File: config.mk
export PLATFORM = sky130hd
export DESIGN_NAME = pipe_rate_ctrl
export DESIGN_NICKNAME = d
export VERILOG_FILES = /design/src/rtl/pipe_rate_ctrl.sv
export SDC_FILE = /design/constraint.sdc
export NUM_CORES = 1
export LEC_CHECK = 0
export ABC_AREA = 1
export CORE_MARGIN = 2
export CORE_UTILIZATION = 30
export CTS_CLUSTER_DIAMETER = 50
export CTS_CLUSTER_SIZE = 30
export DETAILED_ROUTE_END_ITERATION = 8
export GPL_TIMING_DRIVEN = 0
export PLACE_DENSITY = 0.61
export SLEW_MARGIN = 20
export SYNTH_ARGS = -nofsm -noshare
export SYNTH_HDL_FRONTEND = slang
export SYNTH_SLANG_ARGS = --single-unit
File: constraint.sdc
create_clock -name CLK -period 1.6 [get_ports CLK]
set_clock_uncertainty 0.05 [all_clocks]
set_input_delay 0.32 -clock CLK [delete_from_list [all_inputs] [get_ports CLK]]
set_output_delay 0.32 -clock CLK [all_outputs]
set_load 0.01 [all_outputs]
File: src/rtl/pipe_rate_ctrl.sv
// MAC-side PIPE rate/PCLK change sequencer: forces TX electrical idle, loads the new
// Rate/PCLKRate and runs the PclkChangeOk/PclkChangeAck/PhyStatus handshake with a timeout.
module pipe_rate_ctrl #(
   parameter int LANESNUMBER    = 16,
   parameter int TIMEOUT_CYCLES = 1024
) (
   input  logic                   CLK,
   input  logic                   rst_n,
   input  logic                   req_valid,
   input  logic [3:0]             req_rate,
   input  logic [4:0]             req_pclkrate,
   output logic                   req_ready,
   output logic                   done,
   output logic                   error,
   output logic                   tx_hold,
   input  logic [LANESNUMBER-1:0] TxElecIdle_in,
   output logic [LANESNUMBER-1:0] TxElecIdle,
   output logic [3:0]             Rate,
   output logic [4:0]             PCLKRate,
   output logic                   PclkChangeAck,
   input  logic                   PclkChangeOk,
   input  logic [LANESNUMBER-1:0] PhyStatus
);

   localparam int CW = $clog2(TIMEOUT_CYCLES + 1);

   typedef enum logic [2:0] {
      S_IDLE,
      S_EIDLE,
      S_SET,
      S_ACK,
      S_OKLOW
   } state_t;

   state_t                 state_q, state_d;
   logic                   eidle_second_q, eidle_second_d;
   logic [3:0]             tgt_rate_q, tgt_rate_d;
   logic [4:0]             tgt_pclkrate_q, tgt_pclkrate_d;
   logic [3:0]             fb_rate_q, fb_rate_d;
   logic [4:0]             fb_pclkrate_q, fb_pclkrate_d;
   logic [3:0]             rate_q, rate_d;
   logic [4:0]             pclkrate_q, pclkrate_d;
   logic                   ack_q, ack_d;
   logic                   done_q, done_d;
   logic                   error_q, error_d;
   logic                   hold_q, hold_d;
   logic                   ready_q, ready_d;
   logic [LANESNUMBER-1:0] mask_q, mask_d;
   logic [CW-1:0]          cnt_q, cnt_d;
   logic                   timed_out;
   logic [LANESNUMBER-1:0] lanes_seen;

   assign timed_out  = (cnt_q == CW'(TIMEOUT_CYCLES));
   assign lanes_seen = mask_q | PhyStatus;

   always_comb begin
      state_d        = state_q;
      eidle_second_d = eidle_second_q;
      tgt_rate_d     = tgt_rate_q;
      tgt_pclkrate_d = tgt_pclkrate_q;
      fb_rate_d      = fb_rate_q;
      fb_pclkrate_d  = fb_pclkrate_q;
      rate_d         = rate_q;
      pclkrate_d     = pclkrate_q;
      ack_d          = ack_q;
      mask_d         = mask_q;
      cnt_d          = cnt_q;
      done_d         = 1'b0;
      error_d        = 1'b0;

      case (state_q)
         S_IDLE: begin
            if (req_valid) begin
               if (req_rate == rate_q && req_pclkrate == pclkrate_q) begin
                  done_d = 1'b1;
               end else begin
                  tgt_rate_d     = req_rate;
                  tgt_pclkrate_d = req_pclkrate;
                  fb_rate_d      = rate_q;
                  fb_pclkrate_d  = pclkrate_q;
                  eidle_second_d = 1'b0;
                  state_d        = S_EIDLE;
               end
            end
         end

         S_EIDLE: begin
            eidle_second_d = 1'b1;
            if (eidle_second_q) begin
               rate_d     = tgt_rate_q;
               pclkrate_d = tgt_pclkrate_q;
               cnt_d      = '0;
               state_d    = S_SET;
            end
         end

         // Handshake states share the timeout, which wins over any handshake progress.
         S_SET, S_ACK, S_OKLOW: begin
            cnt_d = cnt_q + CW'(1);
            if (timed_out) begin
               error_d    = 1'b1;
               ack_d      = 1'b0;
               rate_d     = fb_rate_q;
               pclkrate_d = fb_pclkrate_q;
               state_d    = S_IDLE;
            end else if (state_q == S_SET) begin
               if (PclkChangeOk) begin
                  ack_d   = 1'b1;
                  mask_d  = '0;
                  state_d = S_ACK;
               end
            end else if (state_q == S_ACK) begin
               mask_d = lanes_seen;
               if (&lanes_seen) begin
                  ack_d   = 1'b0;
                  state_d = S_OKLOW;
               end
            end else begin
               if (!PclkChangeOk) begin
                  done_d  = 1'b1;
                  state_d = S_IDLE;
               end
            end
         end

         default: begin
            ack_d   = 1'b0;
            state_d = S_IDLE;
         end
      endcase

      hold_d  = (state_d != S_IDLE);
      ready_d = (state_d == S_IDLE);
   end

   always_ff @(posedge CLK or negedge rst_n) begin
      if (!rst_n) begin
         state_q        <= S_IDLE;
         eidle_second_q <= 1'b0;
         tgt_rate_q     <= '0;
         tgt_pclkrate_q <= '0;
         fb_rate_q      <= '0;
         fb_pclkrate_q  <= '0;
         rate_q         <= '0;
         pclkrate_q     <= '0;
         ack_q          <= 1'b0;
         done_q         <= 1'b0;
         error_q        <= 1'b0;
         hold_q         <= 1'b0;
         ready_q        <= 1'b1;
         mask_q         <= '0;
         cnt_q          <= '0;
      end else begin
         state_q        <= state_d;
         eidle_second_q <= eidle_second_d;
         tgt_rate_q     <= tgt_rate_d;
         tgt_pclkrate_q <= tgt_pclkrate_d;
         fb_rate_q      <= fb_rate_d;
         fb_pclkrate_q  <= fb_pclkrate_d;
         rate_q         <= rate_d;
         pclkrate_q     <= pclkrate_d;
         ack_q          <= ack_d;
         done_q         <= done_d;
         error_q        <= error_d;
         hold_q         <= hold_d;
         ready_q        <= ready_d;
         mask_q         <= mask_d;
         cnt_q          <= cnt_d;
      end
   end

   // The force select is registered; only the final mux onto the PHY lanes is combinational.
   assign TxElecIdle    = hold_q ? {LANESNUMBER{1'b1}} : TxElecIdle_in;
   assign req_ready     = ready_q;
   assign done          = done_q;
   assign error         = error_q;
   assign tx_hold       = hold_q;
   assign Rate          = rate_q;
   assign PCLKRate      = pclkrate_q;
   assign PclkChangeAck = ack_q;

endmodule

# Word level (Yosys, flattened, before mapping)
# Cells that the tools add are included.
# Widths: inputs -> output; s select.
dict set report word_totals {
  register_bits 63
  latchBits 0
  ramBits 0
  romBits 0
  input_bits 45
  output_inout_bits 30
  wordCells 91
  mem_count 0
}
dict set report classes {
  addsub 1
  n_mul 0
  n_div 0
  magnitude_cmp 0
  n_eq_ne 15
  shifts 0
  mux 40
  bitwise 4
  reduce_logical 16
}
# operator n
set op_table {}
lappend op_table {{$mux 16} 4}
lappend op_table {{$mux 3} 9}
lappend op_table {{$pmux 11 s2} 1}
lappend op_table {{$or 16x16->16} 1}
lappend op_table {{$reduce_and 16->1} 1}
lappend op_table {{$mux 1} 15}
lappend op_table {{$ne 4x4->1 const B} 3}
lappend op_table {{$add 11x1->11 const B} 1}
lappend op_table {{$eq 11x11->1 const B} 1}
lappend op_table {{$mux 11} 1}
lappend op_table {{$mux 5} 2}
lappend op_table {{$ne 2x2->1 const B} 5}
lappend op_table {{$pmux 5 s2} 1}
lappend op_table {{$pmux 3 s3} 1}
lappend op_table {{$reduce_and 3->1} 3}
lappend op_table {{$mux 4} 2}
lappend op_table {{$pmux 4 s2} 1}
lappend op_table {{$reduce_and 4->1} 2}
lappend op_table {{$eq 3x2->1 const B} 2}
lappend op_table {{$logic_not 3->1} 2}
lappend op_table {{$pmux 1 s2} 3}
lappend op_table {{$reduce_bool 2->1} 3}
lappend op_table {{$eq 5x5->1} 1}
lappend op_table {{$eq 4x4->1} 1}
lappend op_table {{other kinds (8)} 10}

# Depth between registers and ports, before layout
# Gate-level depths: netlist (run 1).
dict set report logic_depth {
  depth_word 8
  ltp_mapped 11
  depth_no_buf 11
}

# Worst setup path before layout (run 1)
# OpenSTA, ideal clock, no wires.
dict set report synth_path {
  path_type {reg2reg}
  startpoint {reg cnt_q[0]}
  endpoint {reg hold_q (netlist: tx_hold)}
  setup_ns 0.119
  t_arrival_ns 1.457
  t_required_ns 1.431
  path_slack_ns -0.026
  path_stages_with_launch 12
  synth_period_minus_slack_ns 1.626
  cell_sequence {dfrtp_1 inv_1 ha_1 inv_1 nor2_1 nand3_2 o21ai_4 inv_1 nand2_1 nand2_1 nor2_1 nand2_1}
}
dict set report synth_via {
  elab_chain_len 4
}
# item line_no
set synth_rtl {}
lappend synth_rtl {{start, declared} 49} ;# logic [CW-1:0] cnt_q, cnt_d;
lappend synth_rtl {{start signal, assigned} 168} ;# cnt_q <= cnt_d;
lappend synth_rtl {{$eq 11x11->1} 53} ;# assign timed_out = (cnt_q == CW'(TIMEOUT_CYCLES));
lappend synth_rtl {{$mux 3} 100} ;# if (timed_out) begin
lappend synth_rtl {{$pmux 3 s3} 71} ;# case (state_q)
lappend synth_rtl {{named net state_d[1]} 35} ;# state_t state_q, state_d;
lappend synth_rtl {{$reduce_bool 3->1} 132} ;# hold_d = (state_d != S_IDLE);
lappend synth_rtl {{named net hold_d} 46} ;# logic hold_q, hold_d;
lappend synth_rtl {{end signal, assigned} 165} ;# hold_q <= hold_d;
lappend synth_rtl {{end, declared} 46}
# The timed path passes the listed nets, and every way through them passes these cells.
# A chain may end at the register's enable or synchronous reset.

# Worst setup path in the final report (run 1)
dict set report layout_path {
  startpoint {reg cnt_q[0]}
  endpoint {reg hold_q (netlist: tx_hold)}
}
dict set report layout_via {
  elab_chain_len 4
}
# item line_no
set layout_rtl {}
lappend layout_rtl {{$eq 11x11->1} 53}
lappend layout_rtl {{$mux 3} 100}
lappend layout_rtl {{$pmux 3 s3} 71}
lappend layout_rtl {{$reduce_bool 3->1} 132}
lappend layout_rtl {{named net hold_d} 46}
# The timed path passes the listed nets, and every way through them passes these cells.

==> results.sh, run 1 <==
export IMPL_cts_root_buf="clkbuf_8"
export IMPL_startpoint_type="flop"
export IMPL_end_kind="flop"
export IMPL_ys_ff_latch=63
export IMPL_met1_usage_pct=18.7
export IMPL_dpl_cell_area_sq_mm=0.00426
export IMPL_cts_path_max_buffers=2
export IMPL_clkTransAtPathRegs_ps=70
export IMPL_multi_input_area_sq_mm=0.00174
export IMPL_dpl_cell_count=637
export IMPL_busiest_layer="met2"
export IMPL_fin_setup_tns_ps=-1640
export IMPL_die_h_um=109
export IMPL_arrival_ps=1860
export IMPL_violations="setup timing"
export IMPL_gr_usage_met3_pct=4.54
export IMPL_fin_cells=690
export IMPL_grt_pass1_wl_mm=14.0
export IMPL_p_int_w=0.00521
export IMPL_syn_nets=469
export IMPL_yosysWarnings=0
export IMPL_placementRows=38
export IMPL_critical_path_peak_fanout=6
export IMPL_avgSynthCellArea_sq_um=7.82
export IMPL_setup_violations=40
export IMPL_num_vias=3178
export IMPL_p_comb_share_pct=54.2
export IMPL_worst_pin_slew_ps=428
export IMPL_critPathMaxStageDelay_ps=390
export IMPL_worstPathRequired_ps=1770
export IMPL_min_path_type="input pin to flop"
export IMPL_final_min_clock_period_ps=1680
export IMPL_grt_ovfl_total=0
export IMPL_cpLargestDelayFamily="simple AND/OR/NAND/NOR gates"
export IMPL_grt_pass1_vias=3069
export IMPL_switching_power_w=0.00362
export IMPL_drtAntennaViolNets=0
export IMPL_drive_gt1_share_pct=32.2
export IMPL_die_area_sq_mm=0.0119
export IMPL_die_x_um=109
export IMPL_regArea_sq_mm=0.00158
export IMPL_antenna_found_initial=0
export IMPL_met2_usage_pct=25.6
export IMPL_swShare_pct=41.0
export IMPL_seq_area_frac_synth_pct=47.8
export IMPL_synthDistinctLibCells=36
export IMPL_crit_buf_inv=3
export IMPL_worst_skew_pair_late_latency_ps=340
export IMPL_start_util_pct=30.6
export IMPL_cp_slowest_cell="dfrtp_1"
export IMPL_syn_cell_area_sq_mm=0.00330
export IMPL_fmax_mhz=594
export IMPL_ctsHtreeMaxLevel=3
export IMPL_crit_chain="inv_2 > ha_4 > inv_2 > nor2_2 > nand3_2 > o21ai_4 > buf_12 > nor2_8 > nand2_4 > nand2_1 > nor2_1 > nand2_1"
export IMPL_fin_total_pwr_w=0.00883
export IMPL_slew_viol_final=0
export IMPL_nets=594
export IMPL_maxCapViolations=0
export IMPL_io_buffers=74
export IMPL_cts_made_buffers=9
export IMPL_rsz0062_at_grt="true"
export IMPL_avgRoutedWirePerCell_um=13.1
export IMPL_grt_max_degree=46
export IMPL_maxSlewHeadroom_pct=71.5
export IMPL_final_period_utilization_pct=105
export IMPL_nFillCells=1043
export IMPL_hold_viol_final=0
export IMPL_io_pins=75
export IMPL_n_antenna_cell=0
export IMPL_powerDensity_mw_per_mm2=1730
export IMPL_critical_path_class="flop to flop"
export IMPL_cts_tree="done"
export IMPL_grt_use_total_pct=15.3
export IMPL_firstDrtPassIters=4
export IMPL_final_area_sq_mm=0.00512
export IMPL_leakagePower_nw=2.46
export IMPL_clkPwrFrac_pct=13.8
export IMPL_hold_ws_ps=227
export IMPL_syn_inst=422
export IMPL_hpwl_mm=5.80
export IMPL_syn_to_final_growth_pct=55.1
export IMPL_ir_drop_uv=701
export IMPL_cts_sinks=63
export IMPL_pwr_share_seq_pct=32.0
export IMPL_core_area_sq_mm=0.0108
export IMPL_finalWeightedCongestion=0.810
export IMPL_drtIter0Drc=166
export IMPL_drt_wl_total_mm=9.07
export IMPL_outcome="complete, but fails checks"
export IMPL_routed_via_density=4.61
export IMPL_setup_ws_ps=-84.4
export IMPL_remaining_drc_errors=0
==> through the flow <==
step	util (%)	setup slack (ps)
final	47.4	-84.4
after global routing	47.4	-187
after CTS	44.0	-125
after detailed placement	39.4	-509
after global placement	39.2	-1950
after floorplan	-	-11.4
==> cells in the final DEF (no fill, tap or decap), drive strengths merged, types with 2 or more instances in the layout <==
cell type        n
nand2          133
nor2            63
dfrtp           62
buf             62
clkdlybuf4s50   41
inv             41
o21ai           41
or2             18
clkbuf          17
nand3           14
dlygate4sd2     12
a31oi            9
a21oi            7
nor3             6
nand4            4
xnor2            3
dlymetal6s2s     3
clkinv           2
ha               2
==> cell type report <==
class	instances	share of cell area, %
tap	140	3.42
sequential	63	30.9
timing repair buffer	112	22.9
buffer	12	2.35
clock buffer	13	3.11
multi-input combinational	307	34.1
inverter	42	3.13
clock inverter	1	0.0978
==> worst min-delay path: stages <==
cell and delay, ps:
dlymetal6s2s_1 130, inv_1 60, o21ai_1 70
==> per-layer routing <==
layer / wire, um / vias up
li1: - / 1586
met1: 3980 / 1504
met2: 4470 / 77
met3: 513 / 11
met4: 104 / 0
met5: 0 / -
==> what timing repair did <==
action / 4_1_cts / 5_1_grt
cloned: 3 / 4
pin swaps: 13 / 15
setup buffers: 17 / 15
hold endpoints to repair: 17 / 0
endpoints found under the setup margin: 76 / 73
hold buffers: 1 / 0
gates resized for setup: 135 / 77
==> sequential cells by signal, summed over array words and instances, names as in the netlist <==
signal          flops
tgt_pclkrate_q      5
error               1
Rate                4
req_ready           1
state_q             3
tx_hold             1
done                1
fb_rate_q           4
fb_pclkrate_q       5
mask_q             16
tgt_rate_q          4
PCLKRate            5
cnt_q              11
eidle_second_q      1
PclkChangeAck       1
==> synth_stat cells <==
cell        n  area (sq um)
buf_6       2          22.5
nor2_1     56           210
nand3_1    11          55.1
a21o_1      1          7.51
nor4_1      1          6.26
a21oi_1     6          30.0
buf_2       6          30.0
dfstp_2     1          26.3
o21a_1      1          7.51
o32ai_1     1          8.76
nand4_1     4          25.0
a21oi_2     1          8.76
nand2_1   123           462
nand2_2     5          31.3
clkbuf_1    2          7.51
o21ai_4     2          32.5
xor2_1      1          8.76
nand2_4     4          45.0
or3_1       1          6.26
inv_2       4          15.0
dfrtp_1    62          1550
or2_2      18           113
xnor2_1     3          26.3
nor2_8      1          20.0
a31oi_1     9          56.3
o21ai_1     3          15.0
nor2_2      3          18.8
nand3_2     3          30.0
o21bai_1    1          7.51
nor2_4      2          22.5
o21ai_0    36           180
ha_1        2          25.0
inv_1      37           139
clkinv_1    1          3.75
nor3_1      6          30.0
buf_4       2          15.0
==> logic make-up (layout without fill, tap and decap cells) <==
group                      count (synthesis)  count (layout)  synth area share, %
DFF                                       63              63                 47.8
buffers and inverters                     54             180                 7.05
xor gates and xnor gates                   4               4                 1.06
AOI/OAI and AO/OA                         61              61                 10.7
and+or+nand+nor                          238             240                 32.6
adders and majority gates                  2               2                0.758
==> power by group through the flow <==
stage               Sequential (W)  Clock [W]  Combinational (W)
global route               0.00292    0.00133            0.00532
CTS                        0.00277    0.00127            0.00423
floorplan                  0.00277          0            0.00239
global placement           0.00280          0            0.00342
finish                     0.00282    0.00122            0.00478
detailed placement         0.00282          0            0.00352
==> final timing paths <==
kind                                               start                             to  slack (ps)  cells after the start
setup / recovery                    cnt_q[0]$_DFFE_PN0P_              tx_hold$_DFF_PN0_         -80                     12
hold / removal                           req_pclkrate[4]  tgt_pclkrate_q[4]$_DFFE_PN0P_         230                      3
setup reg to reg                    cnt_q[0]$_DFFE_PN0P_              tx_hold$_DFF_PN0_         -80                     12
hold reg to reg            tgt_pclkrate_q[2]$_DFFE_PN0P_  tgt_pclkrate_q[2]$_DFFE_PN0P_         440                      2
max in group asynchronous                          rst_n        PCLKRate[4]$_DFFE_PN0P_         620                      3
min in group asynchronous                          rst_n          mask_q[5]$_DFFE_PN0P_         360                      2
(Power assumes the default switching activity.)
==> run 2: changes to the inputs <==
Settings changed: CORE_ASPECT_RATIO set to 1.2.
==> results.sh, run 2 (synthesized netlist as in run 1, its figures left out) <==
export IMPL_outcome="complete, but fails checks"
export IMPL_violations="setup timing"
export IMPL_grt_max_degree=41
export IMPL_crit_start="cnt_q[1]$_DFFE_PN0P_"
export IMPL_dp_slack_ps=-509
export IMPL_drtIter0Drc=112
export IMPL_finalWeightedCongestion=0.797
export IMPL_rsz0062_at_grt="true"
export IMPL_hold_viol_final=0
export IMPL_die_x_um=99.7
export IMPL_routed_via_density=4.64
export IMPL_start_util_pct=31.1
export IMPL_reg2reg_to="tx_hold$_DFF_PN0_"
export IMPL_min_from="req_pclkrate[3]"
export IMPL_cts_path_max_buffers=2
export IMPL_reg2reg_depth=11
export IMPL_maxSlewHeadroom_pct=72.6
export IMPL_n_antenna_cell=0
export IMPL_io_buffers=74
export IMPL_die_h_um=119
export IMPL_worstPathRequired_ps=1760
export IMPL_antenna_found_initial=0
export IMPL_final_common_cell="nand2_1"
export IMPL_critPathMaxStageDelay_ps=380
export IMPL_grt_use_total_pct=15.3
export IMPL_layout_common_cells="nand2_1 (103), dfrtp_1 (59), nor2_1 (43)"
export IMPL_crit_buf_inv=3
export IMPL_r2r_start="cnt_q[1]$_DFFE_PN0P_"
export IMPL_syn_to_final_growth_pct=55.0
export IMPL_clkTransAtPathRegs_ps=50
export IMPL_leakagePower_nw=2.46
export IMPL_cts_made_buffers=9
export IMPL_slew_viol_final=0
export IMPL_cpLargestDelayFamily="simple AND/OR/NAND/NOR gates"
export IMPL_worst_skew_pair_late_latency_ps=320
export IMPL_min_path_type="input pin to flop"
export IMPL_crit_chain="inv_2 > ha_4 > inv_2 > nor2_2 > nand3_2 > o21ai_4 > inv_2 > nand2_1 > nand2_1 > nor2_1 > nand2_1"
export IMPL_cts_root_buf="clkbuf_16"
export IMPL_final_min_clock_period_ps=1700
export IMPL_regArea_sq_mm=0.00158
export IMPL_grt_pass1_wl_mm=14.6
export IMPL_setup_violations=43
export IMPL_nets=585
export IMPL_grt_pass1_vias=3128
export IMPL_core_area_sq_mm=0.0106
export IMPL_startpoint_type="flop"
export IMPL_setup_ws_ps=-100
export IMPL_firstDrtPassIters=4
export IMPL_maxCapViolations=0
export IMPL_drt_wl_total_mm=9.01
export IMPL_drtAntennaViolNets=0
export IMPL_cp_endpoint="tx_hold$_DFF_PN0_"
export IMPL_remaining_drc_errors=0
export IMPL_worst_pin_slew_ps=412
export IMPL_multi_input_area_sq_mm=0.00177
export IMPL_cts_sinks=63
export IMPL_arrival_ps=1860
export IMPL_placementRows=41
export IMPL_powerDensity_mw_per_mm2=1760
export IMPL_dpl_cell_area_sq_mm=0.00423
export IMPL_reg_largest_list="mask_q: 16 flops, cnt_q: 11 flops"
export IMPL_hpwl_mm=5.97
export IMPL_num_vias=3107
export IMPL_critical_path_peak_fanout=5
export IMPL_regMostFlops="mask_q"
export IMPL_final_area_sq_mm=0.00511
export IMPL_worstSetupPathDepth=11
export IMPL_ctsHtreeMaxLevel=3
export IMPL_nFillCells=1045
export IMPL_cp_slowest_cell="dfrtp_1"
export IMPL_grt_ovfl_total=0
export IMPL_critical_path_class="flop to flop"
export IMPL_drive_gt1_share_pct=31.7
export IMPL_holdPathStages=3
export IMPL_r2r_slack_ps=-100
export IMPL_ir_drop_uv=1020
export IMPL_avgRoutedWirePerCell_um=13.5
export IMPL_largest_register_ffs=16
export IMPL_io_pins=75
export IMPL_final_period_utilization_pct=106
export IMPL_die_area_sq_mm=0.0119
export IMPL_end_kind="flop"
export IMPL_fin_setup_tns_ps=-1770
export IMPL_cts_tree="done"
export IMPL_fmax_mhz=588
[run 2: cell count changes in the layout (fill, tap and decap cells not counted), sizes merged]
| cell | change |
|---|---|
| clkdlybuf4s50 | +1 |
| buf | -9 |
| clkbuf | -2 |
| clkinv | +1 |
| clkdlybuf4s15 | -1 |
[run 2: how the worst min path moves through the flow]
| stage | to |
|---|---|
| floorplan | PCLKRate[0]$_DFFE_PN0P_ |
| global route | tgt_pclkrate_q[4]$_DFFE_PN0P_ |
| finish | tgt_pclkrate_q[3]$_DFFE_PN0P_ |
| detailed placement | mask_q[9]$_DFFE_PN0P_ |
| CTS | mask_q[9]$_DFFE_PN0P_ |
| global placement | fb_pclkrate_q[2]$_DFFE_PN0P_ |
[run 2: repair_timing]
action | CTS | global route
gates resized for setup | 136 | 67
pin swaps | 15 | 29
gates cloned | 3 | 4
endpoints found under the hold margin | 22 | 0
buffers inserted | 12 | 11
setup endpoints to repair | 75 | 71
hold buffers | 1 | 0
[run 2: metal layers]
metal,up-vias,GRT usage (%),part of all wire (%)
li1,1567,-,-
met1,1470,18.0,42
met2,60,27.4,53
met3,10,4.34,4.1
met4,0,3.68,0.97
met5,-,0,0
[run 2: metrics by stage]
step                      instances  utilization [%]  power, W  hold slack (ps)
final                           669             48.2   0.00902              263
after global routing            669             48.2   0.00979              272
after CTS                       655             44.7   0.00847              404
after detailed placement        626             39.9   0.00633              201
after global placement          625             39.7   0.00623              413
after floorplan                 422                -   0.00516            -25.6
[run 2: final cells by class]
class                           instances  area share (%)
Tap cell                              129            3.16
Inverter                               42            3.08
Multi-Input combinational cell        307            34.7
Buffer                                 12            2.20
Clock buffer                           11            4.75
Timing Repair Buffer                  103            21.0
Sequential cell                        63            30.9
Clock inverter                          2           0.196
[run 2: worst reg2reg max path: cells and delay by family (launching register included)]
kind / cells / cell delay, ps
simple gates: 6 / 520
flops: 1 / 380
buf+inv: 3 / 190
fa+ha+maj: 1 / 130
compound gates: 1 / 320
[run 2: where the power goes]
group / total (W) / leakage [nW] / switching [W] / internal (W)
Clock: 0.00169 / 0.127 / 0.000633 / 0.00106
Combinational: 0.00449 / 1.56 / 0.00243 / 0.00206
Sequential: 0.00284 / 0.770 / 0.000521 / 0.00232
